==> config.mk <==
export PLATFORM = sky130hd
export DESIGN_NAME = credit_rr_arbiter
export DESIGN_NICKNAME = d
export VERILOG_FILES = /design/src/rtl/arbiter_pkg.sv /design/src/rtl/rr_pick.sv /design/src/rtl/credit_rr_arbiter.sv
export SDC_FILE = /design/constraint.sdc
export NUM_CORES = 1
export LEC_CHECK = 0
export CORE_MARGIN = 5
export CORE_UTILIZATION = 50
export DETAILED_ROUTE_END_ITERATION = 12
export PLACE_DENSITY = 0.73
export SLEW_MARGIN = 20
export SYNTH_ARGS = -nofsm -noshare
export SYNTH_HDL_FRONTEND = slang
export SYNTH_SLANG_ARGS = --single-unit
==> constraint.sdc <==
create_clock -name clk -period 3.2 [get_ports clk]
set_clock_uncertainty 0.1 [all_clocks]
set_input_delay 0.8 -clock clk [delete_from_list [all_inputs] [get_ports clk]]
set_output_delay 0.8 -clock clk [all_outputs]
set_load 0.1 [all_outputs]
==> src/rtl/arbiter_pkg.sv <==
// Shared constants and types for the per-output-port credit round-robin arbiter.
// Index order in every 5-bit port vector is N, E, W, S, L.
package arbiter_pkg;

  localparam int NPORTS = 5;

  localparam logic [2:0] P_N = 3'd0;
  localparam logic [2:0] P_E = 3'd1;
  localparam logic [2:0] P_W = 3'd2;
  localparam logic [2:0] P_S = 3'd3;
  localparam logic [2:0] P_L = 3'd4;

  localparam logic [4:0] SEL_N = 5'b00001;
  localparam logic [4:0] SEL_E = 5'b00010;
  localparam logic [4:0] SEL_W = 5'b00100;
  localparam logic [4:0] SEL_S = 5'b01000;
  localparam logic [4:0] SEL_L = 5'b10000;

  typedef enum logic {
    IDLE   = 1'b0,
    LOCKED = 1'b1
  } state_t;

  // Port after p, wrapping L back to N.
  function automatic logic [2:0] next_port(input logic [2:0] p);
    return (p >= P_L) ? P_N : p + 3'd1;
  endfunction

  function automatic logic [4:0] onehot(input logic [2:0] p);
    return SEL_N << p;
  endfunction

endpackage

==> src/rtl/rr_pick.sv <==
// Combinational round-robin picker: first set req bit at or above ptr,
// wrapping from L back to N.
module rr_pick
  import arbiter_pkg::*;
(
  input  logic [4:0] req,
  input  logic [2:0] ptr,
  output logic [2:0] winner,
  output logic       any
);

  logic [3:0] idx;

  // Walk offsets from farthest to nearest so the nearest set bit wins.
  always_comb begin
    winner = ptr;
    any    = |req;
    idx    = '0;
    for (int k = NPORTS - 1; k >= 0; k--) begin
      idx = {1'b0, ptr} + 4'(k);
      if (idx >= 4'(NPORTS)) begin
        idx = idx - 4'(NPORTS);
      end
      if (req[idx[2:0]]) begin
        winner = idx[2:0];
      end
    end
  end

endmodule

==> src/rtl/credit_rr_arbiter.sv <==
// Wormhole round-robin arbiter for one output port, with downstream credit
// counting and one-hot crossbar select.
module credit_rr_arbiter
  import arbiter_pkg::*;
#(
  parameter int CREDITS = 4
) (
  input  logic       clk,
  input  logic       rst,
  input  logic [4:0] req,
  input  logic [4:0] tail,
  input  logic       credit_in,
  output logic [4:0] grant,
  output logic [4:0] xbar_sel,
  output logic       valid_out,
  output logic [3:0] credit_cnt,
  output logic       credit_err
);

  localparam logic [3:0] CREDIT_MAX = 4'(CREDITS);

  state_t     state_reg, state_next;
  logic [2:0] owner_reg, owner_next;
  logic [2:0] ptr_reg, ptr_next;
  logic [3:0] credit_cnt_reg, credit_cnt_next;
  logic       credit_err_reg, credit_err_next;

  logic [2:0] pick_winner;
  logic       pick_any;
  logic       has_credit;
  logic [4:0] sel;
  logic [4:0] grant_int;

  rr_pick u_pick (
    .req    (req),
    .ptr    (ptr_reg),
    .winner (pick_winner),
    .any    (pick_any)
  );

  assign has_credit = (credit_cnt_reg != 4'd0);

  always_comb begin
    state_next = state_reg;
    owner_next = owner_reg;
    ptr_next   = ptr_reg;
    sel        = '0;
    grant_int  = '0;
    case (state_reg)
      IDLE: begin
        if (pick_any && has_credit) begin
          owner_next = pick_winner;
          state_next = LOCKED;
        end
      end
      LOCKED: begin
        sel       = onehot(owner_reg);
        // Only the owner can ever be granted; a stalled owner keeps the lock.
        grant_int = sel & req & {5{has_credit}};
        if (|(grant_int & tail)) begin
          state_next = IDLE;
          ptr_next   = next_port(owner_reg);
        end
      end
      default: state_next = IDLE;
    endcase
  end

  always_comb begin
    credit_cnt_next = credit_cnt_reg;
    credit_err_next = credit_err_reg;
    case ({|grant_int, credit_in})
      2'b10: credit_cnt_next = credit_cnt_reg - 4'd1;
      2'b01: begin
        if (credit_cnt_reg >= CREDIT_MAX) begin
          credit_err_next = 1'b1;
        end else begin
          credit_cnt_next = credit_cnt_reg + 4'd1;
        end
      end
      default: credit_cnt_next = credit_cnt_reg;
    endcase
  end

  always_ff @(posedge clk or posedge rst) begin
    if (rst) begin
      state_reg      <= IDLE;
      owner_reg      <= P_N;
      ptr_reg        <= P_N;
      credit_cnt_reg <= CREDIT_MAX;
      credit_err_reg <= 1'b0;
    end else begin
      state_reg      <= state_next;
      owner_reg      <= owner_next;
      ptr_reg        <= ptr_next;
      credit_cnt_reg <= credit_cnt_next;
      credit_err_reg <= credit_err_next;
    end
  end

  assign grant      = grant_int;
  assign xbar_sel   = sel;
  assign valid_out  = |grant_int;
  assign credit_cnt = credit_cnt_reg;
  assign credit_err = credit_err_reg;

endmodule

# Word-level counts from Yosys, hierarchy flattened
# Index checks and enable logic that the tools add are counted.
classes:
  magnitude_cmp: 12
  n_eq_ne: 3
  muxes: 28
  shifts: 1
  addsub: 12
  reduce_logical: 10
  bitwise: 4
ops:
  columns: ["operator", "n"]
  rows:
  - ["$mux 3", 11]
  - ["$ge 4x3->1 const B", 5]
  - ["$lt 3x4->1 const B", 5]
  - ["$and 5x5->5", 3]
  - ["$bmux 1 s3", 5]
  - ["$reduce_or 5->1", 3]
  - ["$sub 3x3->3 const B", 5]
  - ["$mux 5", 2]
  - ["$add 3x2->4 const B", 2]
  - ["$pmux 4 s2", 1]
  - ["$reduce_and 2->1", 4]
  - ["$mux 1", 7]
  - ["$ge 3x3->1 const B", 2]
  - ["$shl 1x3->5 const A", 1]
  - ["$add 3x1->4 const B", 1]
  - ["$add 3x3->4 const B", 1]
  - ["$add 4x1->4 const B", 1]
  - ["$mux 4", 1]
  - ["$reduce_bool 4->1", 1]
  - ["$sub 4x1->4 const B", 1]
  - ["$add 3x1->3 const B", 1]
  - ["$eq 2x1->1 const B", 1]
  - ["$eq 2x2->1 const B", 1]
  - ["$ne 2x2->1 const B", 1]
  - ["other kinds (4)", 4]
totals:
  elab_cells: 75
  out_inout_bits: 16
  in_bits: 13
  ff_bits: 12

# Logic depth before layout (Yosys ltp)
logic_depth:
  ltp_word: 10
  ltp_mapped: 12
  mapped_depth_nobuf: 12

# Hierarchy
# A second synthesis with hierarchy kept.
unflattened:
  cells_unflattened: 284
  hier_area_um2: 2149.6
modules_own_cells:
  columns: ["module", "seq_area_each_um2", "instances", "area_per_inst_um2", "cells_each"]
  rows:
  - ["rr_pick", 0.0, 1, 1262.5, 184]
  - ["credit_rr_arbiter", 301.5, 1, 887.1, 100]

# Least setup slack after synthesis
# OpenSTA, ideal clock, no wires.
synth_timing:
  path_type: "flip-flop to output port"
  from: "reg credit_cnt_reg[1], in the netlist credit_cnt[1]"
  to: "out grant[3]"
  n_path_buf: 0
  t_arrival_ns: 2.616
  required_time_ns: 2.300
  path_slack_ns: -0.316
  stages_incl_launch_ff: 4
  cell_sequence: "dfrtp_1 or4_1 nand2_1 nor2_1"
synth_via:
  elab_chain_len: 3
synth_lines:
  columns: ["item", "line_no", "text"]
  rows:
  - ["from (decl)", "credit_rr_arbiter.sv:25", "logic [3:0] credit_cnt_reg, credit_cnt_next;"]
  - ["from (signal assigned)", "credit_rr_arbiter.sv:96", "credit_cnt_reg <= credit_cnt_next;"]
  - ["$reduce_bool 4->1", "credit_rr_arbiter.sv:41", "assign has_credit = (credit_cnt_reg != 4'd0);"]
  - ["$and 5x5->5", "credit_rr_arbiter.sv:59", "grant_int = sel & req & {5{has_credit}};"]
  - ["$mux 5", "credit_rr_arbiter.sv:49", "case (state_reg)"]
  - ["to (decl)", "credit_rr_arbiter.sv:13", "output logic [4:0] grant,"]
# No other way between the ends.

# Final worst setup path
layout_timing:
  from: "in req[1]"
  to: "out valid_out"
layout_via:
  elab_chain_len: 4
layout_lines:
  columns: ["item", "line_no", "text"]
  rows:
  - ["from (decl)", "credit_rr_arbiter.sv:10", "input logic [4:0] req,"]
  - ["$and 5x5->5 (2 in a row)", "credit_rr_arbiter.sv:59", null]
  - ["$mux 5", "credit_rr_arbiter.sv:49", null]
  - ["$reduce_or 5->1", "credit_rr_arbiter.sv:103", "assign valid_out = |grant_int;"]
  - ["to (decl)", "credit_rr_arbiter.sv:15", "output logic valid_out,"]
# No other way between the ends.

==> impl_metrics.toml <==
[outcome]
outcome = "finished clean"

[routing]
route.final.wire_length_mm = 5.73
vias = 2110
initial_drc_count = 168
first_pass_iters = 4
detail_route.drc_violations = 0
ant_nets = 0
drt-wirelength-per-cell_um = 16.7
vias_per_cell = 6.17

[setup_path]
nature_of_the_critical_path_startpoint = "input pin"
worstPathRequired_ns = 2.30
worst_r2r_startpoint = "ptr_reg[1]$_DFFE_PP0P_"
ff2ff_setup_slack_ns = 0.22
critical_path.slowest_cell = "clkdlybuf4s50_1"
critPathBufInv = 3
setup.worst_path.end_class = "output port"
worst-endpoint-arrival_ns = 2.18
r2r_cells = 8
worst_path_dominant_cell_family = "buffers and inverters"
worstSetupEndpoint = "valid_out"
timing.critical_path.fanout_max = 6
cp_num_cells = 6
crit_path_max_cell_delay_ns = 0.60
critPathLaunch = "req[1]"
timing.rr.end = "owner_reg[0]$_DFFE_PP0P_"
criticalPathCategory = "in2out"
critical_path.cell_chain = "clkdlybuf4s50_1, a22o_1, nand2_1, a31o_2, inv_1, buf_12"

[synthesis]
share_of_flip_flops_with_an_asynchronous_set_or_reset_after_synthesis_pct = 100
yosys.area.top_type_share_pct = 13.5
seq_area_frac_synth_pct = 14.8
synth.largest_area_cell = "dfrtp_1"
yosys_register_bits = 12
synth.yosys.warnings = 0
postSynth.topFlopCell = "dfrtp_1"
count_of_flip_flops_with_a_built_in_enable_after_synthesis = 0
ys_top_cells_by_count = "nand2_1 (21), ha_1 (16), nor2_1 (16), o21ai_0 (15), inv_1 (12)"
most_frequently_used_cell_type_in_the_post_synthesis_netlist = "nand2_1"
total_standard_cell_area_after_synthesis_mm2 = 0.00204
synth.net_count = 287
netlist_instances = 256
yosysUniqueCellTypes = 73
synthTopCellsByArea = "dfrtp_1 (13%), ha_1 (9.8%), nand2_1 (3.9%)"
synth.avg_cell_area_um2 = 7.98

[sta]
final-max-slew-violation-count = 0
relSlewSlack_pct = 68.5
rsz0062_at_grt = "no"
finalSetupViolCount = 0
hold_viol_final = 0
timing.final.crit_share_pct = 96.2
totalNegativeSetupSlack_ns = 0
worst-slew-pin-transition_ns = 0.470
finalWorstPathRequiredPeriod_ns = 3.08
fmax_mhz = 325

[final_layout]
num-nets-final = 324
final.fill_count = 327
final_cell_count_no_fill = 342
drive_gt1_share_pct = 21.2
sequential_cell_area_um2 = 302
antenna_cells = 0
largest_reg_flops = 4
layout_area_overhead_pct = 24.3
layout.cell_area.non_filler_mm2 = 0.00254
multi_input_gate_area_in_the_final_layout_mm2 = 0.00160

[floorplanning]
num_io_pins = 29
row_count = 23
die-area_mm2 = 0.00546
core_area_mm2 = 0.00397
starting_density_of_the_core_pct = 51.4
die-width_um = 73.9
fp.dieH_um = 73.9

[cts]
tritoncts_clock_tree = "built"
clock_h_tree_levels = 1
root_cell_of_the_clock_tree = "clkbuf_8"
clock_pin_slew_of_the_registers_on_the_worst_case_setup_and_hold_paths_ns = 0.05
clock_path_buffers = 2
cts.sink_count = 12
clk-insertion-delay-late_ns = 0.24
cts_buffers = 3

[grt]
vias_in_the_first_global_route = 2041
grt_overflow_total = 0
grt_pass1_wl_mm = 9.60
grt_antenna_before_repair = 0
grt.total_usage_pct = 22.3
grt_max_degree = 29

[place]
placed_cells = 338
routabilityCongestion = 0.925
placed_cell_area_mm2 = 0.00248
io_buffers = 28
dp_hpwl_mm = 4.60

[hold_path]
hp-start = "credit_err$_DFFE_PP0P_"
timing.hold.worst.class = "reg2reg"

[flow_run]
drv_cap = 0
[what timing repair did]
action / CTS / global route
setup endpoints to repair: 1 / 0
hold buffers: 0 / 0
resized for setup: 1 / 0
buffers inserted: 0 / 0
[worst min-delay path by stage]
stage / to / slack, ns / depth (start not counted)
finish: credit_err$_DFFE_PP0P_ / 0.38 / 1
global route: credit_err$_DFFE_PP0P_ / 0.42 / 1
floorplan: ptr_reg[0]$_DFFE_PP0P_ / 0.40 / 1
global placement: credit_err$_DFFE_PP0P_ / 0.37 / 1
CTS: credit_err$_DFFE_PP0P_ / 0.39 / 1
detailed placement: credit_err$_DFFE_PP0P_ / 0.36 / 1
[layer usage]
layer  wire length [µm]  global-route usage (%)  vias to the layer above
met3                355                    4.24                       16
met4                137                    7.65                        0
met5                  0                       0                        -
met2               2770                    38.0                       79
met1               2460                    28.0                      989
li1                   -                       -                     1026
[cells by family (layout without fill, tap and decap cells)]
kind of cell | count (synthesis) | after routing | share of synthesized area, %
AND/OR/NAND/NOR | 97 | 97 | 26.3
AO/OA/AOI/OAI | 82 | 82 | 29.9
buffers and inverters | 30 | 66 | 6.98
adder cells (fa/ha/maj) | 18 | 18 | 11.8
multiplexers | 12 | 12 | 8.09
flip-flops | 12 | 12 | 14.8
XOR/XNOR | 5 | 5 | 2.14
[cell usage in the layout, fill, tap and decap left out, drive strengths merged, types with 3 or more instances in the layout]
master         netlist  routed
a21o                 8       8
clkdlybuf4s50        0      11
nor2b                9       9
nor3b                6       6
nor3                 4       4
mux4                 3       3
a311oi               3       3
or2                  4       4
o21ai               16      16
a211oi               8       8
mux2                 3       3
a21oi                8       8
o31ai                4       4
o21a                 6       6
inv                 13      13
nand2               22      22
xnor2                3       3
nand2b               5       5
buf                 10      37
a31oi                3       3
mux2i                6       6
nor2                16      16
dfrtp               11      11
clkbuf               7       4
and3                 5       5
ha                  16      16
and2                 6       6
nand3                7       7
[cell type report]
class                           count  area share (%)
Inverter                           13            1.92
Clock buffer                        4            2.17
Sequential cell                    12            11.9
Multi-Input combinational cell    214            63.0
Tap cell                           50            2.47
Timing Repair Buffer               49            18.6
[per-stage QoR]
step	util, %	setup WS (ns)	hold slack [ns]
after floorplan	-	-0.316	0.404
after global placement	62.5	-0.0691	0.367
after detailed placement	62.5	-0.0942	0.364
after CTS	63.9	0.110	0.386
after global routing	63.9	0.0339	0.424
final	63.9	0.121	0.379
Power is left out: the tool's default activity adds up to more than one toggle a clock period on the data nets, which glitch-free logic cannot reach.
